<file path="config.mk">
export PLATFORM = sky130hd
export DESIGN_NAME = sat_addsub_serial
export DESIGN_NICKNAME = d
export VERILOG_FILES = /design/src/rtl/sat_addsub_serial.sv
export SDC_FILE = /design/constraint.sdc
export NUM_CORES = 1
export LEC_CHECK = 0
export CAP_MARGIN = 0
export CORE_UTILIZATION = 25
export CTS_CLUSTER_DIAMETER = 40
export DETAILED_ROUTE_END_ITERATION = 8
export MAX_ROUTING_LAYER = met4
export SLEW_MARGIN = 30
export SYNTH_ARGS = -nofsm -noshare
export SYNTH_HDL_FRONTEND = slang
export SYNTH_SLANG_ARGS = --single-unit
</file>
<file path="constraint.sdc">
create_clock -name clk -period 3.4 [get_ports clk]
set_clock_uncertainty 0.15 [all_clocks]
set_input_delay 0.68 -clock clk [delete_from_list [all_inputs] [get_ports clk]]
set_output_delay 0.68 -clock clk [all_outputs]
set_load 0.02 [all_outputs]
</file>
<file path="src/rtl/sat_addsub_serial.sv">
// sat_addsub_serial
//   Signed two's-complement add/subtract of WIDTH-bit operands, computed one
//   4-bit slice per clock (LSB slice first). The carry is kept between slices.
//   Subtraction is done as a + ~b + 1: b is inverted and the carry starts at 1.
//   Signed overflow is found from the operand sign bits and the raw sign bit.
//
//   Optional feature (compile-time macro SAT_ADDSUB_SAT_EN):
//     defined   -> on overflow, result saturates to the most positive or most
//                  negative WIDTH-bit value
//     undefined -> result is the wrapped WIDTH-bit sum
//   In both builds ovfl reports the signed overflow.
module sat_addsub_serial #(
  parameter int WIDTH = 16
) (
  input  logic                    clk,
  input  logic                    rst,
  input  logic                    start,
  input  logic                    sub,
  input  logic signed [WIDTH-1:0] a,
  input  logic signed [WIDTH-1:0] b,
  output logic                    ready,
  output logic                    busy,
  output logic                    done,
  output logic signed [WIDTH-1:0] result,
  output logic                    ovfl
);

  localparam int SLICES = WIDTH / 4;
  localparam int CNT_W  = (SLICES > 1) ? $clog2(SLICES) : 1;
  localparam logic [CNT_W-1:0] LAST_SLICE = CNT_W'(SLICES - 1);

  typedef enum logic [1:0] {
    IDLE = 2'd0,
    BUSY = 2'd1,
    DONE = 2'd2
  } state_t;

`ifdef SAT_ADDSUB_SAT_EN
  localparam logic signed [WIDTH-1:0] MAX_POS = {1'b0, {(WIDTH-1){1'b1}}};
  localparam logic signed [WIDTH-1:0] MIN_NEG = {1'b1, {(WIDTH-1){1'b0}}};

  // Clamp to the representable range on overflow. Both operands (after
  // inversion for subtract) have the sign of a, so a's sign gives the
  // direction of the overflow.
  function automatic logic signed [WIDTH-1:0] saturate(
    input logic signed [WIDTH-1:0] val,
    input logic                    ov,
    input logic                    neg
  );
    if (!ov)
      return val;
    else if (neg)
      return MIN_NEG;
    else
      return MAX_POS;
  endfunction
`endif

  // Control state
  state_t           state;
  logic [CNT_W-1:0] cnt;
  logic             carry;

  // Operands captured at start; slice sums collected in work_p1
  logic signed [WIDTH-1:0] a_p0;
  logic signed [WIDTH-1:0] b_p0;
  logic                    sub_p0;
  logic [WIDTH-1:0]        work_p1;

  // Current slice datapath
  logic [CNT_W+1:0]        idx;
  logic [3:0]              a_sl;
  logic [3:0]              b_sl;
  logic [4:0]              slice_sum;
  logic [WIDTH-1:0]        raw_sum;
  logic                    b_msb_eff;
  logic                    ovf_det;
  logic signed [WIDTH-1:0] final_res;

  assign idx = {cnt, 2'b00};

  // Slice adder. The full raw sum combines the earlier slices with the
  // current slice, so the last BUSY edge can register the final result.
  always_comb begin
    a_sl      = a_p0[idx +: 4];
    b_sl      = b_p0[idx +: 4] ^ {4{sub_p0}};
    slice_sum = {1'b0, a_sl} + {1'b0, b_sl} + {4'b0000, carry};
    raw_sum   = work_p1;
    raw_sum[idx +: 4] = slice_sum[3:0];
    b_msb_eff = b_p0[WIDTH-1] ^ sub_p0;
    ovf_det   = (a_p0[WIDTH-1] == b_msb_eff) && (raw_sum[WIDTH-1] != a_p0[WIDTH-1]);
`ifdef SAT_ADDSUB_SAT_EN
    final_res = saturate(raw_sum, ovf_det, a_p0[WIDTH-1]);
`else
    final_res = raw_sum;
`endif
  end

  // FSM with registered handshake and result outputs; reset wins over start
  always_ff @(posedge clk) begin
    if (rst) begin
      state  <= IDLE;
      cnt    <= '0;
      carry  <= 1'b0;
      ready  <= 1'b1;
      busy   <= 1'b0;
      done   <= 1'b0;
      result <= '0;
      ovfl   <= 1'b0;
    end else begin
      case (state)
        IDLE: begin
          if (start) begin
            state <= BUSY;
            cnt   <= '0;
            carry <= sub;
            ready <= 1'b0;
            busy  <= 1'b1;
          end
        end
        BUSY: begin
          carry <= slice_sum[4];
          cnt   <= cnt + CNT_W'(1);
          if (cnt == LAST_SLICE) begin
            state  <= DONE;
            busy   <= 1'b0;
            done   <= 1'b1;
            result <= final_res;
            ovfl   <= ovf_det;
          end
        end
        DONE: begin
          state <= IDLE;
          done  <= 1'b0;
          ready <= 1'b1;
        end
        default: begin
          state <= IDLE;
          ready <= 1'b1;
          busy  <= 1'b0;
          done  <= 1'b0;
        end
      endcase
    end
  end

  // Stage p0: capture operands on an accepted start; stage p1: store each slice sum
  always_ff @(posedge clk) begin
    if (state == IDLE && start) begin
      a_p0   <= a;
      b_p0   <= b;
      sub_p0 <= sub;
    end
    if (state == BUSY)
      work_p1[idx +: 4] <= slice_sum[3:0];
  end

endmodule

</file>
==> flow_metrics.env <==
export IMPL_status="completed"
export IMPL_antenna_left=0
export IMPL_yosys_area_top_type="edfxtp_1"
export IMPL_wl_met3_microns=289
export IMPL_grt_pass1_vias=2173
export IMPL_hold_viol_final=0
export IMPL_crit_slowest_cell="mux4_2"
export IMPL_p_leak_nw=1.535
export IMPL_end_kind="register"
export IMPL_ctsHoldBuffers=0
export IMPL_vias=2032
export IMPL_min_path_cells=2
export IMPL_fin_util=0.3497
export IMPL_whs_ns=0.3059
export IMPL_drv_slew=0
export IMPL_synth_fp_nets=293
export IMPL_drc=0
export IMPL_tightestPinTransition_ns=0.6840
export IMPL_firstDrtPassIters=4
export IMPL_ys_types=41
export IMPL_vdd_ir_drop_max_v=0.0002519
export IMPL_critPathBufInv=1
export IMPL_drv_cap=0
export IMPL_highest_layer="met4"
export IMPL_wl_microns=6386
export IMPL_antenna_cells=0
export IMPL_antenna_found_initial=0
export IMPL_cts_root_buf="clkbuf_16"
export IMPL_synthArstFlopShare=0
export IMPL_crit_fanout=13
export IMPL_dp_cells=466
export IMPL_cp_depth=8
export IMPL_cts_path_max_buffers=2
export IMPL_start_util=0.2616
export IMPL_fin_area_sq_um=4270
export IMPL_cts_made_buffers=9
export IMPL_synth_area_sq_um=3194
export IMPL_htree_levels=3
export IMPL_synth_area_leaders="edfxtp_1 46%, dfxtp_1 16%, ha_1 3.5%"
export IMPL_pre_cts_slack_ns=0.2700
export IMPL_required_ns=3.50
export IMPL_io_pins=56
export IMPL_core_area_sq_um=12210
export IMPL_clk_pin_slew_ns=0.06
export IMPL_ys_warn_count=0
export IMPL_die_w_microns=115.0
export IMPL_numPortBuffers=55
export IMPL_syn_avg_cell_area_sq_um=12.99
export IMPL_drtIter0Drc=63
export IMPL_slew_headroom=0.5440
export IMPL_via_per_inst=4.216
export IMPL_final_layout_size_suffix_gt1_frac=0.1465
export IMPL_rsz0062_at_grt="no"
export IMPL_worst_setup_path_start_kind="register"
export IMPL_power_density_nw_per_um2=528.8
export IMPL_hold_path_class="register to register"
export IMPL_crit_chain="buf_4 -> mux4_2 -> ha_1 -> and2_1 -> and4_1 -> a211oi_1 -> a31oi_1 -> a211oi_2"
export IMPL_cts_num_sinks=74
export IMPL_globalplace_congestion=0.7789
export IMPL_stdcell_count=482
export IMPL_fin_nets=356
export IMPL_wl_per_cell_microns=13.25
export IMPL_crit_family="compound AO/OA/AOI/OAI gates"
export IMPL_grt_pass1_wl_microns=10470
export IMPL_finalSetupViolations=0
export IMPL_finalPower_mw=2.258
export IMPL_fillCellCount=1229
export IMPL_synth_top_area_frac=0.4606
export IMPL_synth_most_common_cell="edfxtp_1"
export IMPL_worst_slack_ns=0.3751
export IMPL_grt_total_usage=0.1096
export IMPL_endpoint="ovfl"
export IMPL_row_count=40
export IMPL_synthCells=246
export IMPL_insertion_delay_ns=0.33
export IMPL_tns_ns=0
export IMPL_timing_rr_end="ovfl"
export IMPL_min_period_ns=3.025
export IMPL_seq_area_frac_synth=0.6173
export IMPL_critPathMaxStageDelay_ns=0.52
export IMPL_crit_start="cnt[0]"
export IMPL_fmaxAchievable_mhz=330.6
export IMPL_dpl_instance_area_sq_um=3970
export IMPL_synth_seq_cells=74
export IMPL_ys_top_cells_by_count="49 x edfxtp_1, 30 x nor2_1, 25 x dfxtp_1"
export IMPL_reg2reg_depth=8
export IMPL_fin_crit_sh=0.8897
export IMPL_grt_overflow=0
export IMPL_r2r_start="cnt[0]"
export IMPL_die_y_microns=115.0
export IMPL_synthToLayoutAreaGrowth_pct=33.69
export IMPL_r2r_slack_ns=0.38
export IMPL_dr_wl_met2_microns=3143
export IMPL_grt_max_degree=25
export IMPL_synth_edf_count=49
export IMPL_synth_ff_type="edfxtp_1"
export IMPL_wl_met1_microns=2859
export IMPL_crit_type="register to register"
export IMPL_dp_hpwl_microns=4575
export IMPL_crit_arrival_ns=3.13
export IMPL_die_area_sq_um=13230
export IMPL_cts_tree="yes"
## flip-flops by register name, indices dropped and copies added (netlist names)
name	count
state	2
result	16
sub_p0	1
ready	1
done	1
busy	1
a_p0	16
carry	1
b_p0	16
ovfl	1
work_p1	16
cnt	2
## cells in the final DEF (no fill, tap or decap), types with 2 or more instances in the layout
cell type / n
xor2_1: 5
nand2b_1: 8
inv_4: 2
o211a_1: 2
o21ai_0: 3
inv_1: 12
a211oi_1: 2
ha_1: 9
nand3b_1: 2
a31o_2: 3
nand3_1: 4
and2_1: 3
o21a_1: 3
nor2_1: 29
a311oi_1: 2
nor3b_1: 3
nor2b_1: 5
fa_1: 2
buf_4: 7
clkbuf_16: 10
mux4_1: 3
edfxtp_1: 49
mux4_2: 5
a21oi_1: 13
dfxtp_1: 25
nand2_1: 22
mux2_2: 8
clkdlybuf4s50_1: 54
## how the worst min path moves through the flow
stage          slack (ns)         end       start
2_1_floorplan        0.31       ready    state[1]
3_3_place_gp         0.30   result[1]   result[1]
3_5_place_dp         0.30   result[0]   result[0]
4_1_cts              0.31   result[0]   result[0]
5_1_grt              0.32  result[12]  result[12]
6_report             0.31   result[0]   result[0]
## layout make-up
cell class,count,area (sq um),area share
multi-input cells,150,1147,0.2687
well taps,168,210.2,0.04922
clock buffers,11,264.0,0.06182
clock inverters,5,33.78,0.007911
inverters,12,45.04,0.01055
flip-flops and latches,74,1972,0.4618
repair buffers,62,598.1,0.1401
## routing by layer
metal,vias up,global-route usage
li1,1006,-
met2,41,0.1783
met4,0,0.04502
met1,976,0.1252
met5,-,-
met3,9,0.03426
## worst reg2reg max path, stage by stage, from the launching register on
cell and delay (ns):
dfxtp_1 0.50, buf_4 0.26, mux4_2 0.52, ha_1 0.38
and2_1 0.18, and4_1 0.20, a211oi_1 0.38, a31oi_1 0.16
a211oi_2 0.23
## report_power, final
part | total [mW] | switching, mW | internal, mW
registers | 1.04 | 0.0182 | 1.02
clock network | 0.919 | 0.360 | 0.558
logic | 0.298 | 0.155 | 0.144
## kinds of logic after synthesis
group	count (synthesis)	share of synthesized area
simple gates	82	0.1253
flops	74	0.6173
compound gates	33	0.07090
buf+inv	22	0.02820
mux	17	0.09127
fa+ha+maj	11	0.04779
xor+xnor	7	0.01919
## timing repair
action,in CTS,in global routing
resized for setup,0,1
endpoints found under the setup margin,0,1
hold endpoints to repair,0,0
buffers inserted,0,0
Note: power is estimated with default switching activity, not from simulation.
